==> config.mk <==
export PLATFORM = sky130hd
export DESIGN_NAME = register_transfer_sequencer_flat
export DESIGN_NICKNAME = d
export VERILOG_FILES = /design/src/rtl/register_transfer_sequencer_if.sv /design/src/rtl/register_transfer_sequencer.sv /design/src/flat_wrapper.sv
export SDC_FILE = /design/constraint.sdc
export NUM_CORES = 1
export LEC_CHECK = 0
export ABC_AREA = 1
export CAP_MARGIN = 20
export CORE_MARGIN = 2
export CORE_UTILIZATION = 58
export DETAILED_ROUTE_END_ITERATION = 6
export PLACE_DENSITY = 0.81
export SLEW_MARGIN = 20
export SYNTH_ARGS = -nofsm -noshare
export SYNTH_HDL_FRONTEND = slang
export SYNTH_SLANG_ARGS = --single-unit
export TNS_END_PERCENT = 50
==> constraint.sdc <==
create_clock -name clock_in -period 5.08 [get_ports clock_in]
set_input_delay 1.27 -clock clock_in [delete_from_list [all_inputs] [get_ports clock_in]]
set_output_delay 1.27 -clock clock_in [all_outputs]
set_load 0.05 [all_outputs]
==> src/rtl/register_transfer_sequencer_if.sv <==
// Command handshake and register-file control signals shared between the
// decode side (master) and the transfer sequencer (slave).
interface register_transfer_sequencer_if #(
  parameter int LVL_W = 3
) ();
  logic             cmd_valid;
  logic             cmd_ready;
  logic [2:0]       cmd_src;
  logic [2:0]       cmd_dst;
  logic [11:0]      Register_Control_Bus;
  logic             ext_drive;
  logic             done;
  logic             err;
  logic             busy;
  logic [LVL_W-1:0] fifo_level;
  logic [15:0]      xfer_count;

  modport master (
    output cmd_valid, cmd_src, cmd_dst,
    input  cmd_ready, Register_Control_Bus, ext_drive, done, err, busy,
           fifo_level, xfer_count
  );

  modport slave (
    input  cmd_valid, cmd_src, cmd_dst,
    output cmd_ready, Register_Control_Bus, ext_drive, done, err, busy,
           fifo_level, xfer_count
  );
endinterface

==> src/rtl/register_transfer_sequencer.sv <==
// Queues register-to-register transfer commands and sequences the register
// file control bus: validate, settle (output enable only), then latch
// (output enable plus write enable), followed by a done/err pulse.
module register_transfer_sequencer #(
  parameter int FIFO_DEPTH = 4,
  parameter int LVL_W      = 3
) (
  input  logic                          clock_in,
  input  logic                          reset_n,
  register_transfer_sequencer_if.slave  bus
);

  localparam int PTR_W = $clog2(FIFO_DEPTH);

  typedef enum logic [1:0] {
    S_IDLE,
    S_CHECK,
    S_SETUP,
    S_XFER
  } state_t;

  state_t           r_state;
  state_t           w_next_state;

  logic [2:0]       r_fifo_src [FIFO_DEPTH];
  logic [2:0]       r_fifo_dst [FIFO_DEPTH];
  logic [PTR_W-1:0] r_wr_ptr;
  logic [PTR_W-1:0] r_rd_ptr;
  logic [LVL_W-1:0] r_level;
  logic [LVL_W-1:0] w_level_next;

  logic [2:0]       r_cmd_src;
  logic [2:0]       r_cmd_dst;

  logic [11:0]      r_bus;
  logic             r_ext;
  logic             r_done;
  logic             r_err;
  logic             r_busy;
  logic [15:0]      r_xfer_count;

  logic             w_full;
  logic             w_empty;
  logic             w_push;
  logic             w_pop;
  logic             w_illegal;
  logic             w_is_ext;
  logic [5:0]       w_oe;
  logic [5:0]       w_we;
  logic [11:0]      w_bus_next;
  logic             w_ext_next;
  logic             w_done_next;
  logic             w_err_next;

  // Register code (A..ST) to a one-hot enable; EXT and invalid codes map to 0.
  function automatic logic [5:0] onehot6(input logic [2:0] code);
    logic [5:0] m;
    m = 6'd0;
    case (code)
      3'd0: m = 6'b000001;
      3'd1: m = 6'b000010;
      3'd2: m = 6'b000100;
      3'd3: m = 6'b001000;
      3'd4: m = 6'b010000;
      3'd5: m = 6'b100000;
      default: m = 6'd0;
    endcase
    return m;
  endfunction

  assign w_full       = (r_level == LVL_W'(FIFO_DEPTH));
  assign w_empty      = (r_level == '0);
  // Ready looks only at occupancy, so a same-cycle pop never frees a full FIFO.
  assign w_push       = bus.cmd_valid && !w_full;
  assign w_pop        = (r_state == S_IDLE) && !w_empty;
  assign w_level_next = r_level + LVL_W'(w_push) - LVL_W'(w_pop);

  assign w_is_ext  = (r_cmd_src == 3'd7);
  assign w_illegal = (r_cmd_src == 3'd6) || (r_cmd_dst > 3'd5) ||
                     (r_cmd_src == r_cmd_dst);
  assign w_oe      = onehot6(r_cmd_src);
  assign w_we      = onehot6(r_cmd_dst);

  // Command storage; written on push only, never needs a reset value.
  always_ff @(posedge clock_in) begin
    if (w_push) begin
      r_fifo_src[r_wr_ptr] <= bus.cmd_src;
      r_fifo_dst[r_wr_ptr] <= bus.cmd_dst;
    end
  end

  // Head of the FIFO is captured into the working command register on pop.
  always_ff @(posedge clock_in) begin
    if (w_pop) begin
      r_cmd_src <= r_fifo_src[r_rd_ptr];
      r_cmd_dst <= r_fifo_dst[r_rd_ptr];
    end
  end

  // FIFO pointers and occupancy.
  always_ff @(posedge clock_in or negedge reset_n) begin
    if (!reset_n) begin
      r_wr_ptr <= '0;
      r_rd_ptr <= '0;
      r_level  <= '0;
    end else begin
      if (w_push) r_wr_ptr <= r_wr_ptr + PTR_W'(1);
      if (w_pop)  r_rd_ptr <= r_rd_ptr + PTR_W'(1);
      r_level <= w_level_next;
    end
  end

  // Sequencer state register.
  always_ff @(posedge clock_in or negedge reset_n) begin
    if (!reset_n) r_state <= S_IDLE;
    else          r_state <= w_next_state;
  end

  // Next state and the control values to present during the next cycle.
  always_comb begin
    w_next_state = r_state;
    w_bus_next   = 12'd0;
    w_ext_next   = 1'b0;
    w_done_next  = 1'b0;
    w_err_next   = 1'b0;
    case (r_state)
      S_IDLE: begin
        if (!w_empty) w_next_state = S_CHECK;
      end
      S_CHECK: begin
        if (w_illegal) begin
          w_err_next   = 1'b1;
          w_next_state = S_IDLE;
        end else begin
          w_next_state = S_SETUP;
          w_bus_next   = {w_oe, 6'd0};
          w_ext_next   = w_is_ext;
        end
      end
      S_SETUP: begin
        w_next_state = S_XFER;
        w_bus_next   = {w_oe, w_we};
        w_ext_next   = w_is_ext;
      end
      S_XFER: begin
        w_next_state = S_IDLE;
        w_done_next  = 1'b1;
      end
      default: w_next_state = S_IDLE;
    endcase
  end

  // Registered outputs; the async reset drops every enable at once.
  always_ff @(posedge clock_in or negedge reset_n) begin
    if (!reset_n) begin
      r_bus        <= 12'd0;
      r_ext        <= 1'b0;
      r_done       <= 1'b0;
      r_err        <= 1'b0;
      r_busy       <= 1'b0;
      r_xfer_count <= 16'd0;
    end else begin
      r_bus  <= w_bus_next;
      r_ext  <= w_ext_next;
      r_done <= w_done_next;
      r_err  <= w_err_next;
      r_busy <= (w_level_next != '0) || (w_next_state != S_IDLE);
      if (r_state == S_XFER) r_xfer_count <= r_xfer_count + 16'd1;
    end
  end

  assign bus.cmd_ready            = !w_full;
  assign bus.Register_Control_Bus = r_bus;
  assign bus.ext_drive            = r_ext;
  assign bus.done                 = r_done;
  assign bus.err                  = r_err;
  assign bus.busy                 = r_busy;
  assign bus.fifo_level           = r_level;
  assign bus.xfer_count           = r_xfer_count;

endmodule

==> src/flat_wrapper.sv <==
// flat-port wrapper written by rule: the top's interface ports become plain ports
module register_transfer_sequencer_flat 
#(
  parameter int FIFO_DEPTH = 4,
  parameter int LVL_W      = 3
)
  (clock_in, reset_n, bus_cmd_valid, bus_cmd_src, bus_cmd_dst, bus_cmd_ready, bus_Register_Control_Bus, bus_ext_drive, bus_done, bus_err, bus_busy, bus_fifo_level, bus_xfer_count);
  register_transfer_sequencer_if #(.LVL_W(LVL_W)) bus_i ();
  input  logic clock_in;
  input  logic reset_n;
  input wire logic [$bits(bus_i.cmd_valid)-1:0] bus_cmd_valid;
  input wire logic [$bits(bus_i.cmd_src)-1:0] bus_cmd_src;
  input wire logic [$bits(bus_i.cmd_dst)-1:0] bus_cmd_dst;
  output wire logic [$bits(bus_i.cmd_ready)-1:0] bus_cmd_ready;
  output wire logic [$bits(bus_i.Register_Control_Bus)-1:0] bus_Register_Control_Bus;
  output wire logic [$bits(bus_i.ext_drive)-1:0] bus_ext_drive;
  output wire logic [$bits(bus_i.done)-1:0] bus_done;
  output wire logic [$bits(bus_i.err)-1:0] bus_err;
  output wire logic [$bits(bus_i.busy)-1:0] bus_busy;
  output wire logic [$bits(bus_i.fifo_level)-1:0] bus_fifo_level;
  output wire logic [$bits(bus_i.xfer_count)-1:0] bus_xfer_count;
  assign bus_i.cmd_valid = bus_cmd_valid;
  assign bus_i.cmd_src = bus_cmd_src;
  assign bus_i.cmd_dst = bus_cmd_dst;
  assign bus_cmd_ready = bus_i.cmd_ready;
  assign bus_Register_Control_Bus = bus_i.Register_Control_Bus;
  assign bus_ext_drive = bus_i.ext_drive;
  assign bus_done = bus_i.done;
  assign bus_err = bus_i.err;
  assign bus_busy = bus_i.busy;
  assign bus_fifo_level = bus_i.fifo_level;
  assign bus_xfer_count = bus_i.xfer_count;
  register_transfer_sequencer #(.FIFO_DEPTH(FIFO_DEPTH), .LVL_W(LVL_W)) u_core (.clock_in(clock_in), .reset_n(reset_n), .bus(bus_i));
endmodule
==> metrics.cfg <==
[pwr]
ir_worst_vdd_v=0.000371
power_mw=2.20
p_leak_nw=1.72
powerDensity_nw_per_um2=575

[route]
avgRoutedWirePerCell_um=12.0
drtIter0Drc=104
route.detailed.drc=0
wirelength_mm=5.03
vias=2074
dr.pass1.iters=4
viasPerCell=4.96
ant_nets=0

[critical_path]
endpoint_kind=output pin
critPathMaxFanout=4
path_cells=inv_1, nand3_1, clkdlybuf4s50_1
max_stage_delay_ns=0.80
cp-start-kind=flip-flop
path_class=flip-flop to output pin
cpMaxStageDelayCell=clkdlybuf4s50_1
reg2reg_slack_ns=2.61
crit_required_ns=3.81
crit_arrival_ns=1.76

[cells_and_area]
final_nets=364
final_cells=418
multi_input_area_um2=1040
fill_cells=350
area_growth_pct=21.8
drive_above_1_share_pct=9.77
antenna-diode-count=0
regArea_um2=1930

[placed_design]
hpwl_mm=3.67
finalWeightedCongestion=0.812
place_ws_ns=1.98
io_buffer_count=44
placedCellCount=402

[synthesis]
ys_seq_elements=71
avgSynthCellArea_um2=10.8
synth_top_cell_by_area=dfrtp_1
synthArstFlopShare_pct=57.7
synth_cell_types=29
yosys-top-cells-count=nand2_1, dfrtp_1, inv_1
syn_inst=292
synth.area.top_cells=dfrtp_1, edfxtp_1, nand2_1, ha_1, inv_1
yosys.area.top_type_share_pct=32.6
synthesis.area_um2=3140
ys.flop_type=dfrtp_1
yosysMostFrequentCell=nand2_1
synth_edf_count=30
ys_warn_count=0
synth.net_count=313
ys_seq_area_share_pct=61.3

[floorplanning]
dieArea_um2=6030
core_um2=5170
die_w_um=77.6
dieHeight_um=77.6
start_util_pct=60.8
io_pins=45
rows=26

[clocking]
cts.sinks=71
path_clk_slew_ns=0.07
cts_tree=yes
post_cts_resize_count=0
cts_setup_buffers=0
ctsRootBufferMaster=clkbuf_8
cts_buffer_depth=2
h-tree-depth=3
clkLatencyLatePin_ns=0.34
holdBufCountCts=0
cts_made_buffers=9

[sta]
slew_violations=0
finalHoldViolations=0
slew_headroom_pct=41.1
setup-tns-final_ns=0
finClkSkew_ns=0.00803
tightest_slew_ns=0.884
finalSetupViolations=0
fmax_mhz=330
rsz0062_at_grt=no
fin_crit_ns=3.03
fin_crit_sh_pct=59.6
layout_setup_ws_ns=2.05

[grt]
grt_pass1_vias=1976
grt_max_degree=42
grt.total_usage_pct=19.1
grt_pass1_wl_mm=8.87
gr-total-overflow=0
antenna_found_initial=0

[worst_hold_path]
hp-class=flip-flop to flip-flop

[job]
max_cap_viol_count=0

[outcome]
outcome=finished, final reports clean

==> per-stage QoR <==
stage	util, %	instance area, µm²	hold slack (ns)
4_1_cts	74.0	3830	0.514
5_1_grt	74.0	3830	0.526
6_report	74.0	3830	0.508
2_1_floorplan	-	3140	0.482
3_5_place_dp	70.6	3650	0.498
3_3_place_gp	70.6	3650	0.488
==> state kept, by name, summed over array words and instances, names as in the netlist <==
signal / cells
u_core.r_fifo_dst: 12
u_core.r_fifo_src: 12
u_core.r_state: 2
u_core.bus.xfer_count: 16
u_core.r_rd_ptr: 2
u_core.bus.Register_Control_Bus: 12
u_core.r_cmd_src: 3
u_core.bus.fifo_level: 3
u_core.r_wr_ptr: 2
u_core.bus.err: 1
u_core.r_cmd_dst: 3
u_core.bus.ext_drive: 1
u_core.bus.busy: 1
u_core.bus.done: 1
==> area by class of cell <==
type                            instances  area share (%)
Multi-Input combinational cell        173            27.0
Sequential cell                        71            50.3
Timing Repair Buffer                   44            11.4
Inverter                               44            4.31
Tap cell                               70            2.29
Clock inverter                          6            1.34
Clock buffer                           10            3.33
==> critical path, delay by kind of cell, from the launching register on <==
family / cells / cell delay (ns)
flops: 1 / 0.44
simple gates: 1 / 0.10
buf+inv: 2 / 0.88
==> layout by cell type, fill, tap and decap left out, drive strengths merged, types with 2 or more instances in the layout <==
cell type,n
xor2,12
edfxtp,30
ha,11
nor2,39
clkinv,5
o21ai,15
clkdlybuf4s50,43
inv,44
nor3,6
dfrtp,41
o22ai,6
nand4,9
a21oi,7
xnor2,5
clkbuf,10
nand2,47
nor4,2
nand3,11
==> kinds of logic (layout without fill, tap and decap cells) <==
| logic type | Yosys count | after routing | synth area share (%) |
|---|---|---|---|
| fa+ha+maj | 12 | 12 | 5.01 |
| flops | 71 | 71 | 61.3 |
| compound gates | 29 | 29 | 4.93 |
| buf+inv | 48 | 104 | 5.77 |
| simple gates | 114 | 114 | 17.9 |
| mux | 1 | 1 | 0.358 |
| xor+xnor | 17 | 17 | 4.74 |
==> routing by layer <==
metal	GRT usage [%]	vias up	part of all wire, %
met4	11.1	0	2.1
met1	23.8	957	46
li1	-	1054	-
met5	0	-	0
met3	5.23	10	4.5
met2	30.1	53	47
==> where the power goes <==
part,internal [mW],switching [mW]
combinational,0.296,0.604
clock,0.220,0.189
sequential,0.769,0.123
==> worst paths after layout <==
path	start	endpoint	depth (start not counted)
min in group asynchronous	reset_n	u_core.bus.err$_DFF_PN0_	1
setup reg to reg	u_core.r_state[0]$_DFF_PN0_	u_core.bus.busy$_DFF_PN0_	13
setup / recovery	u_core.bus.fifo_level[1]$_DFF_PN0_	bus_cmd_ready	3
hold / removal	u_core.bus.xfer_count[15]$_DFFE_PN0P_	u_core.bus.xfer_count[15]$_DFFE_PN0P_	2
hold reg to reg	u_core.bus.xfer_count[15]$_DFFE_PN0P_	u_core.bus.xfer_count[15]$_DFFE_PN0P_	2
max in group asynchronous	reset_n	u_core.bus.xfer_count[10]$_DFFE_PN0P_	1
Power figures use the tool's default switching activity.
==> RTL change (same flow settings) <==
Reset style: synchronous (`reset_n`), changed in 3 clocked blocks. Comments in the files are not updated.
--- a/src/rtl/register_transfer_sequencer.sv
+++ b/src/rtl/register_transfer_sequencer.sv
@@ -99,5 +99,5 @@
 
   // FIFO pointers and occupancy.
-  always_ff @(posedge clock_in or negedge reset_n) begin
+  always_ff @(posedge clock_in) begin
     if (!reset_n) begin
       r_wr_ptr <= '0;
@@ -112,5 +112,5 @@
 
   // Sequencer state register.
-  always_ff @(posedge clock_in or negedge reset_n) begin
+  always_ff @(posedge clock_in) begin
     if (!reset_n) r_state <= S_IDLE;
     else          r_state <= w_next_state;
@@ -152,5 +152,5 @@
 
   // Registered outputs; the async reset drops every enable at once.
-  always_ff @(posedge clock_in or negedge reset_n) begin
+  always_ff @(posedge clock_in) begin
     if (!reset_n) begin
       r_bus        <= 12'd0;
Check against the original RTL: differs if reset_n is asserted again (counterexample within 4 cycles, from zero or initial values and one cycle with reset_n low); with reset_n held inactive, the same outputs for 10 cycles.
==> RTL change against the unedited design <==
Register-to-register slack worse by 0.23 ns; total power down 19%; cell area down 4.3%; worst setup slack worse by 0.052 ns; non-clock buffer count unchanged; synthesized area down 5.2%; sequential cell count unchanged; routed wire length up 6.2%; largest power group is now sequential cells; highest routed layer unchanged.
==> RTL change: results (changes against the unedited design) <==
| Metric | Value |
|---|---|
| Status | finished, final reports clean (unchanged) |
| Vias | 2,219 (was 2,074) |
| Leakage | 1.432 nW (was 1.720 nW) |
| Gr usage total | 20.15% (was 19.12%) |
| WHS | 0.4625 ns (was 0.5078 ns) |
| Placed Area | 3467 sq um (was 3651 sq um) |
| Post-synthesis sequential area ratio | 57.74% (was 61.28%) |
| Synth cell types | 28 (was 29) |
| Final Net Count | 395 (was 364) |
| Proportion of synthesized area in mux cells | 0% (was 0.3581%) |
| Asr flop ratio synth | 0% (was 57.75%) |
| Met1 Wirelength | 2480 um (was 2314 um) |
| M2 GR Usage | 30.24% (was 30.09%) |
| R2r setup slk | 2.38 ns (was 2.61 ns) |
| Residual DRC | 0 (unchanged) |
| GR Layer Usage met3 | 6.217% (was 5.233%) |
| Fraction of power spent switching nets | 37.30% (was 41.63%) |
| DP HPWL | 3745 um (was 3674 um) |
| DRT iter0 DRCs | 108 (was 104) |
| Slew headroom | 42.36% (was 41.07%) |
| Tightest Hold Check Type | flop to flop (unchanged) |
| Layout cell share with drive strength beyond 1 | 5.805% (was 9.770%) |
| Synth top cells by count | 52 x inv_1, 52 x nor2_1, 45 x nand2_1 (was 43 x nand2_1, 41 x dfrtp_1, 36 x inv_1) |
| R2r startpoint | u_core.r_state[0]$_SDFF_PN0_ (was u_core.r_state[0]$_DFF_PN0_) |
| Critical path data arrival time | 1.81 ns (was 1.76 ns) |
| Syn Nets | 347 (was 313) |
| Comb group | 0.000563 W (was 0.000900 W) |
| Adder-cell area share of the yosys netlist | 5.287% (was 5.014%) |
| Crit path from | u_core.bus.fifo_level[1]$_SDFF_PN0_ (was u_core.bus.fifo_level[1]$_DFF_PN0_) |
| Pin count of the biggest net entering global routing | 27 (was 42) |
| Synth Area in XOR/XNOR | 1.469% (was 4.735%) |
| Clock skew | 0.005060 ns (was 0.008031 ns) |
| Vias in the first global route | 1,877 (was 1,976) |
| Max IR drop VDD | 0.3946 mV (was 0.3707 mV) |
| Seq pwr share | 43.8% (was 40.5%) |
| DR WL/cell | 11.90 um (was 12.04 um) |
| GRT met1 Usage | 27.31% (was 23.78%) |
| Top cells by area, synth | edfxtp_1 30%, dfxtp_1 28%, inv_1 6.5% (was dfrtp_1 33%, edfxtp_1 29%, nand2_1 5.1%) |
| Wire length on met3 | 249 um (was 225 um) |
## RTL change: cell types whose count changed after synthesis, sizes merged, moves of 2 or more
cell / unedited run / this run
inv: 44 / 52
nand4: 9 / 4
a21oi: 7 / 17
buf: 1 / 3
o21ai: 15 / 27
dfrtp: 41 / 0
nor4: 2 / 0
nor2: 39 / 54
xor2: 12 / 1
dfxtp: 0 / 41
nand3: 11 / 13
## RTL change: kinds of logic (layout without fill, tap and decap cells)
group | after synthesis | in the layout
and+or+nand+nor | 126 | 126
DFF | 71 | 71
buffers and inverters | 59 | 112
AOI/OAI and AO/OA | 53 | 53
adders and majority gates | 12 | 12
xor gates and xnor gates | 5 | 5
## RTL change: cell type report
| cell class | instances | area (sq um) |
|---|---|---|
| tap | 70 | 87.58 |
| clock buffer | 9 | 123.9 |
| sequential | 71 | 1722 |
| multi-input combinational | 196 | 1022 |
| clock inverter | 7 | 72.57 |
| inverter | 52 | 195.2 |
| timing repair buffer | 44 | 440.4 |
| fill | 349 | 1379 |
## RTL change: final timing paths
| path | to | depth (start not counted) |
|---|---|---|
| worst max register to register | u_core.bus.busy$_SDFF_PN0_ | 14 |
| worst min register to register | u_core.bus.xfer_count[7]$_SDFFE_PN0P_ | 2 |
| worst min-delay path | u_core.bus.xfer_count[7]$_SDFFE_PN0P_ | 2 |
| worst max-delay path | bus_cmd_ready | 3 |
## RTL change: per-stage QoR
stage                     util [%]  worst slack (ns)  cells
after floorplan                  -             2.316    326
after global placement       68.76             1.939    433
after detailed placement     68.76             1.814    433
after CTS                    72.66             1.973    449
after global routing         72.66             1.913    449
final                        72.66             2.002    449
## RTL change: critical path, stage by stage (launching register included)
cell and delay [ns]:
dfxtp_1 0.41, inv_1 0.12, nand3_1 0.13, clkdlybuf4s50_1 0.81
